<file path="config.mk">
export PLATFORM = sky130hd
export DESIGN_NAME = alu_sequencer
export DESIGN_NICKNAME = d
export VERILOG_FILES = /design/src/rtl/alu_pkg.sv /design/src/rtl/alu_sequencer.sv
export SDC_FILE = /design/constraint.sdc
export NUM_CORES = 1
export LEC_CHECK = 0
export ABC_CLOCK_PERIOD_IN_PS = 1500
export CAP_MARGIN = 20
export CORE_UTILIZATION = 37
export DETAILED_ROUTE_END_ITERATION = 7
export HOLD_SLACK_MARGIN = 0.03
export PLACE_DENSITY = 0.73
export SLEW_MARGIN = 20
export SYNTH_ARGS = -nofsm -noshare
export SYNTH_HDL_FRONTEND = slang
export SYNTH_SLANG_ARGS = --single-unit
</file>
<file path="constraint.sdc">
create_clock -name clk -period 1.5 [get_ports clk]
set_input_delay 0.3 -clock clk [delete_from_list [all_inputs] [get_ports clk]]
set_output_delay 0.3 -clock clk [all_outputs]
set_load 0.005 [all_outputs]
</file>
<file path="src/rtl/alu_pkg.sv">
// alu_pkg: shared definitions for the 8-bit ALU and its command sequencer.
//   - DATA_W / OP_W     : fixed datapath and opcode widths
//   - OP_*              : ALU opcode encodings (OP_RSVD is never executed)
//   - state_t           : sequencer FSM states
package alu_pkg;

  localparam int DATA_W = 8;
  localparam int OP_W   = 3;

  localparam logic [OP_W-1:0] OP_NOT  = 3'b000;
  localparam logic [OP_W-1:0] OP_OR   = 3'b001;
  localparam logic [OP_W-1:0] OP_XOR  = 3'b010;
  localparam logic [OP_W-1:0] OP_AND  = 3'b011;
  localparam logic [OP_W-1:0] OP_MUL4 = 3'b100;
  localparam logic [OP_W-1:0] OP_ADD  = 3'b101;
  localparam logic [OP_W-1:0] OP_SUB  = 3'b110;
  localparam logic [OP_W-1:0] OP_RSVD = 3'b111;

  typedef enum logic [1:0] {
    IDLE = 2'd0,
    EXEC = 2'd1,
    RESP = 2'd2
  } state_t;

endpackage

</file>
<file path="src/rtl/alu_sequencer.sv">
// alu_sequencer: command-driven initiator for the combinational ALU.
// Accepts one command per cmd valid/ready handshake, registers the ALU
// inputs, captures the ALU result one cycle later and returns it on the
// rsp valid/ready channel. An 8-bit accumulator can replace operand A.
//
// Ports:
//   clk, rst_n                 clock, asynchronous active-low reset
//   cmd_valid/cmd_ready        command handshake
//   cmd_opcode, cmd_a, cmd_b   command fields
//   cmd_use_acc                take operand A from acc instead of cmd_a
//   alu_a, alu_b, alu_opcode   registered ALU inputs
//   alu_out                    combinational ALU result
//   rsp_valid/rsp_ready        response handshake
//   rsp_data, rsp_err          captured result, reserved-opcode flag
//   rsp_zero, rsp_neg          result flags
//   acc                        current accumulator
//
// Configuration macro: ALU_SEQ_FLAGS_EN
//   defined   -> rsp_zero/rsp_neg are registered from the captured result
//   undefined -> rsp_zero/rsp_neg are tied to 0
module alu_sequencer
  import alu_pkg::*;
(
  input  logic              clk,
  input  logic              rst_n,
  input  logic              cmd_valid,
  output logic              cmd_ready,
  input  logic [OP_W-1:0]   cmd_opcode,
  input  logic [DATA_W-1:0] cmd_a,
  input  logic [DATA_W-1:0] cmd_b,
  input  logic              cmd_use_acc,
  output logic [DATA_W-1:0] alu_a,
  output logic [DATA_W-1:0] alu_b,
  output logic [OP_W-1:0]   alu_opcode,
  input  logic [DATA_W-1:0] alu_out,
  output logic              rsp_valid,
  input  logic              rsp_ready,
  output logic [DATA_W-1:0] rsp_data,
  output logic              rsp_err,
  output logic              rsp_zero,
  output logic              rsp_neg,
  output logic [DATA_W-1:0] acc
);

  state_t state, state_next;
  logic   err;                 // in-flight command used the reserved opcode
  logic [DATA_W-1:0] capture;  // value rsp_data takes at the end of EXEC

  assign capture = err ? '0 : alu_out;

  // State register.
  always_ff @(posedge clk or negedge rst_n) begin
    if (!rst_n) begin
      state <= IDLE;
    end else begin
      // NOTE: sequential state uses non-blocking assignment so every flop samples pre-edge values.
      state <= state_next;
    end
  end

  // Next state and handshake outputs.
  always_comb begin
    state_next = state;
    cmd_ready  = 1'b0;
    rsp_valid  = 1'b0;
    case (state)
      IDLE: begin
        cmd_ready = 1'b1;
        if (cmd_valid) state_next = EXEC;
      end
      EXEC: state_next = RESP;
      RESP: begin
        rsp_valid = 1'b1;
        if (rsp_ready) state_next = IDLE;
      end
      default: state_next = IDLE;
    endcase
  end

  // Datapath: operand registers, result capture, accumulator.
  always_ff @(posedge clk or negedge rst_n) begin
    if (!rst_n) begin
      // NOTE: every datapath register is reset so an aborted command leaves nothing behind.
      alu_a      <= '0;
      alu_b      <= '0;
      alu_opcode <= OP_NOT;
      err        <= 1'b0;
      rsp_data   <= '0;
      rsp_err    <= 1'b0;
      acc        <= '0;
    end else begin
      if (state == IDLE && cmd_valid) begin
        alu_a      <= cmd_use_acc ? acc : cmd_a;
        alu_b      <= cmd_b;
        alu_opcode <= cmd_opcode;
        err        <= (cmd_opcode == OP_RSVD);
      end
      if (state == EXEC) begin
        rsp_data <= capture;
        rsp_err  <= err;
        if (!err) acc <= alu_out;
      end
    end
  end

`ifdef ALU_SEQ_FLAGS_EN
  always_ff @(posedge clk or negedge rst_n) begin
    if (!rst_n) begin
      rsp_zero <= 1'b0;
      rsp_neg  <= 1'b0;
    end else if (state == EXEC) begin
      rsp_zero <= (capture == '0);
      rsp_neg  <= capture[DATA_W-1];
    end
  end
`else
  assign rsp_zero = 1'b0;
  assign rsp_neg  = 1'b0;
`endif

endmodule
</file>
Word-level counts from Yosys, hierarchy flattened --
Cells that the tools add are included.
Word-level totals: bits in registers 39, latch bits 0, RAM bits 0, memory bits (read-only) 0, input bits 32, output and inout port bits 40, memories 0
Cells by class: $add $sub $neg 0, multiply operators 0, div/mod/pow operators 0, $lt $le $gt $ge 0, equality and inequality tests 5, shift-type cells 0, muxes and demuxes 7, bitwise gates (word level) 1, reductions and logical operators 4
Operators by type and width (number):
- 8-bit 2-to-1 mux | 2
- 2-bit one-hot mux with 3 select lines | 1
- 2-bit 2-to-1 mux | 2
- 2-bit != test (second input constant) | 2
- 2-bit AND reduction | 2
- 3-bit == test (second input constant) | 1
- 2-bit by 1-bit == test with 1-bit output (second input constant) | 1
- 2-bit == test (second input constant) | 1
- 2-bit zero test | 1
- 1-bit 2-to-1 mux | 2
- 1-bit logical AND | 1
- 1-bit inverter | 1

Depth between registers and ports, before layout --
Gate-level depths: netlist of run 1.
depth after elaboration 3, gate-level depth with buffers 3, depth with buffers taken out 2

Worst setup path before layout of run 1 --
No wires, ideal clock.
path kind register -> register, from register state[1], to register acc[6], arrival 1253 ps, required time 1373 ps, path slack 120 ps, stages on the path, launching flop included 4, path buffers 1, cell sequence dfrtp_1 nor3b_4 buf_6 mux2_1
Between the ends: word-level cells in the longest chain between the ends 2
Ends and longest elaborated chain:
- from (decl) | line alu_sequencer.sv:45 | state_t state, state_next;
- from (signal assigned) | line alu_sequencer.sv:57 | state <= state_next;
- 2-bit by 1-bit == test with 1-bit output | line alu_sequencer.sv:98 | if (state == EXEC) begin
- 2-bit AND reduction (no line)
- to (signal assigned) | line alu_sequencer.sv:101 | if (!err) acc <= alu_out;
- to (decl) | line alu_sequencer.sv:42 | output logic [DATA_W-1:0] acc
No other way between the ends. A chain may end at the register's enable or synchronous reset.

Worst setup path after layout of run 1 --
from register acc[6], to output acc[6]
No word-level cell between the ends.

==> summary.md, run 1 <==
| Metric | Value |
|---|---|
| Outcome | `finished, final reports clean` |
| First-pass GRT wire length | `5680 µm` |
| ANT nets after route | `0` |
| 1st-iter DRT viols | `63` |
| Die height | `67.1 µm` |
| Setup ws final | `0.0419 ns` |
| Post-Layout Cell Count | `237` |
| Max VDD drop | `951 µV` |
| Avg Inst Size Synth | `15.5 µm²` |
| CP Capture Point | `acc[6]` |
| I/O Pins | `72` |
| DP Wirelength | `2650 µm` |
| Cell variety after synth | `17` |
| Row count | `23` |
| Hold slack | `0.0473 ns` |
| Worst hold-check path type | `in2async` |
| Max Slew Vio Count | `0` |
| Clock share of power | `15.0%` |
| Largest net degree at the start of global routing | `40` |
| Sequential share of the synthesized area | `62.2%` |
| Reg2reg start | `state[0]$_DFFE_PN0P_` |
| N_diodes | `0` |
| Largest buffer count on any clock path | `2` |
| Sw Ratio | `27.6%` |
| Clock latency on the worst-skew pair | `0.29 ns` |
| Total gr overflow | `0` |
| Post-Syn Area | `1570 µm²` |
| Gr usage total | `18.0%` |
| FF+latch count, synth | `39` |
| P&R area growth vs syn | `63.3%` |
| Post-CTS Hold Buffers | `0` |
| Sequential cell fraction of total power | `37.2%` |
| Worst path slowest cell | `clkdlybuf4s50_1` |
| Port bufs | `69` |
| Share of cells above drive strength 1 | `33.2%` |
| CTS tree | `done` |
| Static Leakage | `1.20 nW` |
| Cells after Synth | `101` |
| Max-Cap Viols | `0` |
| CP arrival | `1.16 ns` |
| Core area | `4030 µm²` |
| Root Buffer | `clkbuf_8` |
| Die W | `67.1 µm` |
| Post-synth top area cell | `dfrtp_1` |
| Drt pass-1 iters | `4` |
| Pwr Density | `1970 nW/µm²` |
| Top-area cell type share of the netlist area | `62.2%` |
| Crit path max-delay family | `buffers and inverters` |
| Final setup violation count | `0` |
| Int Power | `3.66 mW` |
| Final Hold Viols | `0` |
| Worst Setup Start Kind | `register` |
| Place WS | `-0.181 ns` |
| CP bufs+invs | `1` |
| Vias in the first global route | `1217` |
| Comb power frac | `47.7%` |
| Initial antenna violation count | `0` |
| Worst Skew | `0.00700 ns` |
| CP Capture Type | `primary output` |
| Crit share post-route | `97.2%` |
| FF-to-FF End | `alu_a[3]$_DFFE_PN0P_` |
| WL/cell | `15.5 µm` |
| Layout filler cell count | `305` |
| R2r setup slk | `0.05 ns` |
| Slowest Stage Delay on Critical Path | `0.51 ns` |
| Crit path kind | `reg2out` |
| Layout Nets | `218` |
| Net Sw Power | `1.39 mW` |
| Worst Path Required | `1.20 ns` |
| Most area-consuming cells after synthesis | `dfrtp_1 (62%), mux2_2 (25%), a22o_1 (4.5%)` |
| Synth Warn # | `0` |
| CTS buffer count | `5` |
| CP Max Fanout | `3` |
| DR vias/cell | `4.83` |
| Via Count | `1144` |
| FMAX | `686 MHz` |
| CTS clock-pin slew for the worst setup and hold paths | `0.07 ns` |
| Crit path cell chain | `clkdlybuf4s50_1` |
| Worst path depth | `1` |
| DIE AREA | `4510 µm²` |
| Crit path from | `acc[6]$_DFFE_PN0P_` |
| Min Tclk post-route | `1.46 ns` |
| Placed cells | `219` |
| Gp weighted congestion | `0.868` |
| CTS sink cnt | `39` |
| Post-Route WL | `3680 µm` |
| R2R cell count | `4` |
| H-tree depth | `2` |
| DRC | `0` |
| Starting Density | `39.0%` |
routing by layer:
metal / global-route usage [%] / vias to the layer above / wire (µm)
li1: - / 526 / -
met1: 21.8 / 565 / 1460
met2: 28.2 / 46 / 1920
met3: 5.91 / 7 / 233
met4: 9.57 / 0 / 70
met5: 0 / - / 0
synthesized netlist by cell type:
master     n
buf_6      1
and3_1     1
dfrtp_1   39
a22o_1     8
mux2_1     1
buf_4      2
nor2_1     1
nor3b_2    1
nand2b_1   2
mux2_2    35
conb_1     1
clkbuf_1   2
o21ai_0    1
inv_1      2
nor3b_4    1
buf_2      2
a21oi_1    1
power groups by stage:
stage / combinational, mW / clock [mW] / sequential, mW
6_report: 2.41 / 0.760 / 1.88
5_1_grt: 2.60 / 0.825 / 1.94
4_1_cts: 2.37 / 0.782 / 1.91
3_5_place_dp: 2.20 / 0 / 1.94
3_3_place_gp: 2.14 / 0 / 1.92
2_1_floorplan: 0.849 / 0 / 1.92
through the flow:
step                      util [%]  total power, mW  TNS [ns]  cell area [µm²]
after floorplan                  -             2.77         0             1570
after global placement        58.1             4.07     -2.46             2340
after detailed placement      58.1             4.14     -3.30             2340
after CTS                     61.9             5.05         0             2490
after global routing          63.6             5.37   -0.0220             2560
final                         63.6             5.05         0             2560
sequential cells by signal, summed over array words and instances, names as in the netlist:
register / count
alu_opcode: 3
err: 1
acc: 8
alu_a: 8
rsp_data: 8
state: 2
rsp_err: 1
alu_b: 8
timing repair:
item / CTS / global route
cloned: 0 / 0
setup endpoints to repair: 6 / 27
pin swaps: 0 / 0
setup buffers: 6 / 4
gates resized for setup: 6 / 14
how the worst min path moves through the flow:
| stage | end | slack (ns) | cells past startpoint |
|---|---|---|---|
| after floorplan | acc[0]$_DFFE_PN0P_ | 0.004 | 0 |
| after global placement | rsp_data[4]$_DFFE_PN0N_ | 0.37 | 2 |
| after detailed placement | acc[2]$_DFFE_PN0P_ | 0.38 | 2 |
| after CTS | acc[2]$_DFFE_PN0P_ | 0.07 | 2 |
| after global routing | acc[2]$_DFFE_PN0P_ | 0.1 | 2 |
| final | rsp_data[1]$_DFFE_PN0N_ | 0.05 | 2 |
cells by family after synthesis:
kind of cell | synth area share (%)
AND/OR/NAND/NOR | 3.43
AO/OA/AOI/OAI | 5.10
multiplexers | 25.8
flip-flops | 62.2
other | 0.239
buffers and inverters | 3.27
cells in the final DEF, fill, tap and decap left out, drive strengths merged, types with 2 or more instances in the layout:
cell type	count
nand2b	2
mux2	36
dlygate4sd2	2
clkbuf	8
dlymetal6s2s	11
nor3b	2
dfrtp	39
buf	16
a22o	8
conb	2
inv	2
clkdlybuf4s50	54
layout make-up:
class	instances	area (µm²)	share of cell area [%]
tap	50	62.6	2.44
timing repair buffer	84	856	33.4
sequential	39	977	38.1
inverter	2	7.51	0.293
clock buffer	8	100	3.90
multi-input combinational	54	561	21.9
(Power assumes the default switching activity.)
==> run 2: changes to the inputs <==
Settings changed: CTS_CLUSTER_SIZE from default to 30.
==> results of run 2 <==
Same layout as run 1: the final DEF is identical, and so are final timing and power.
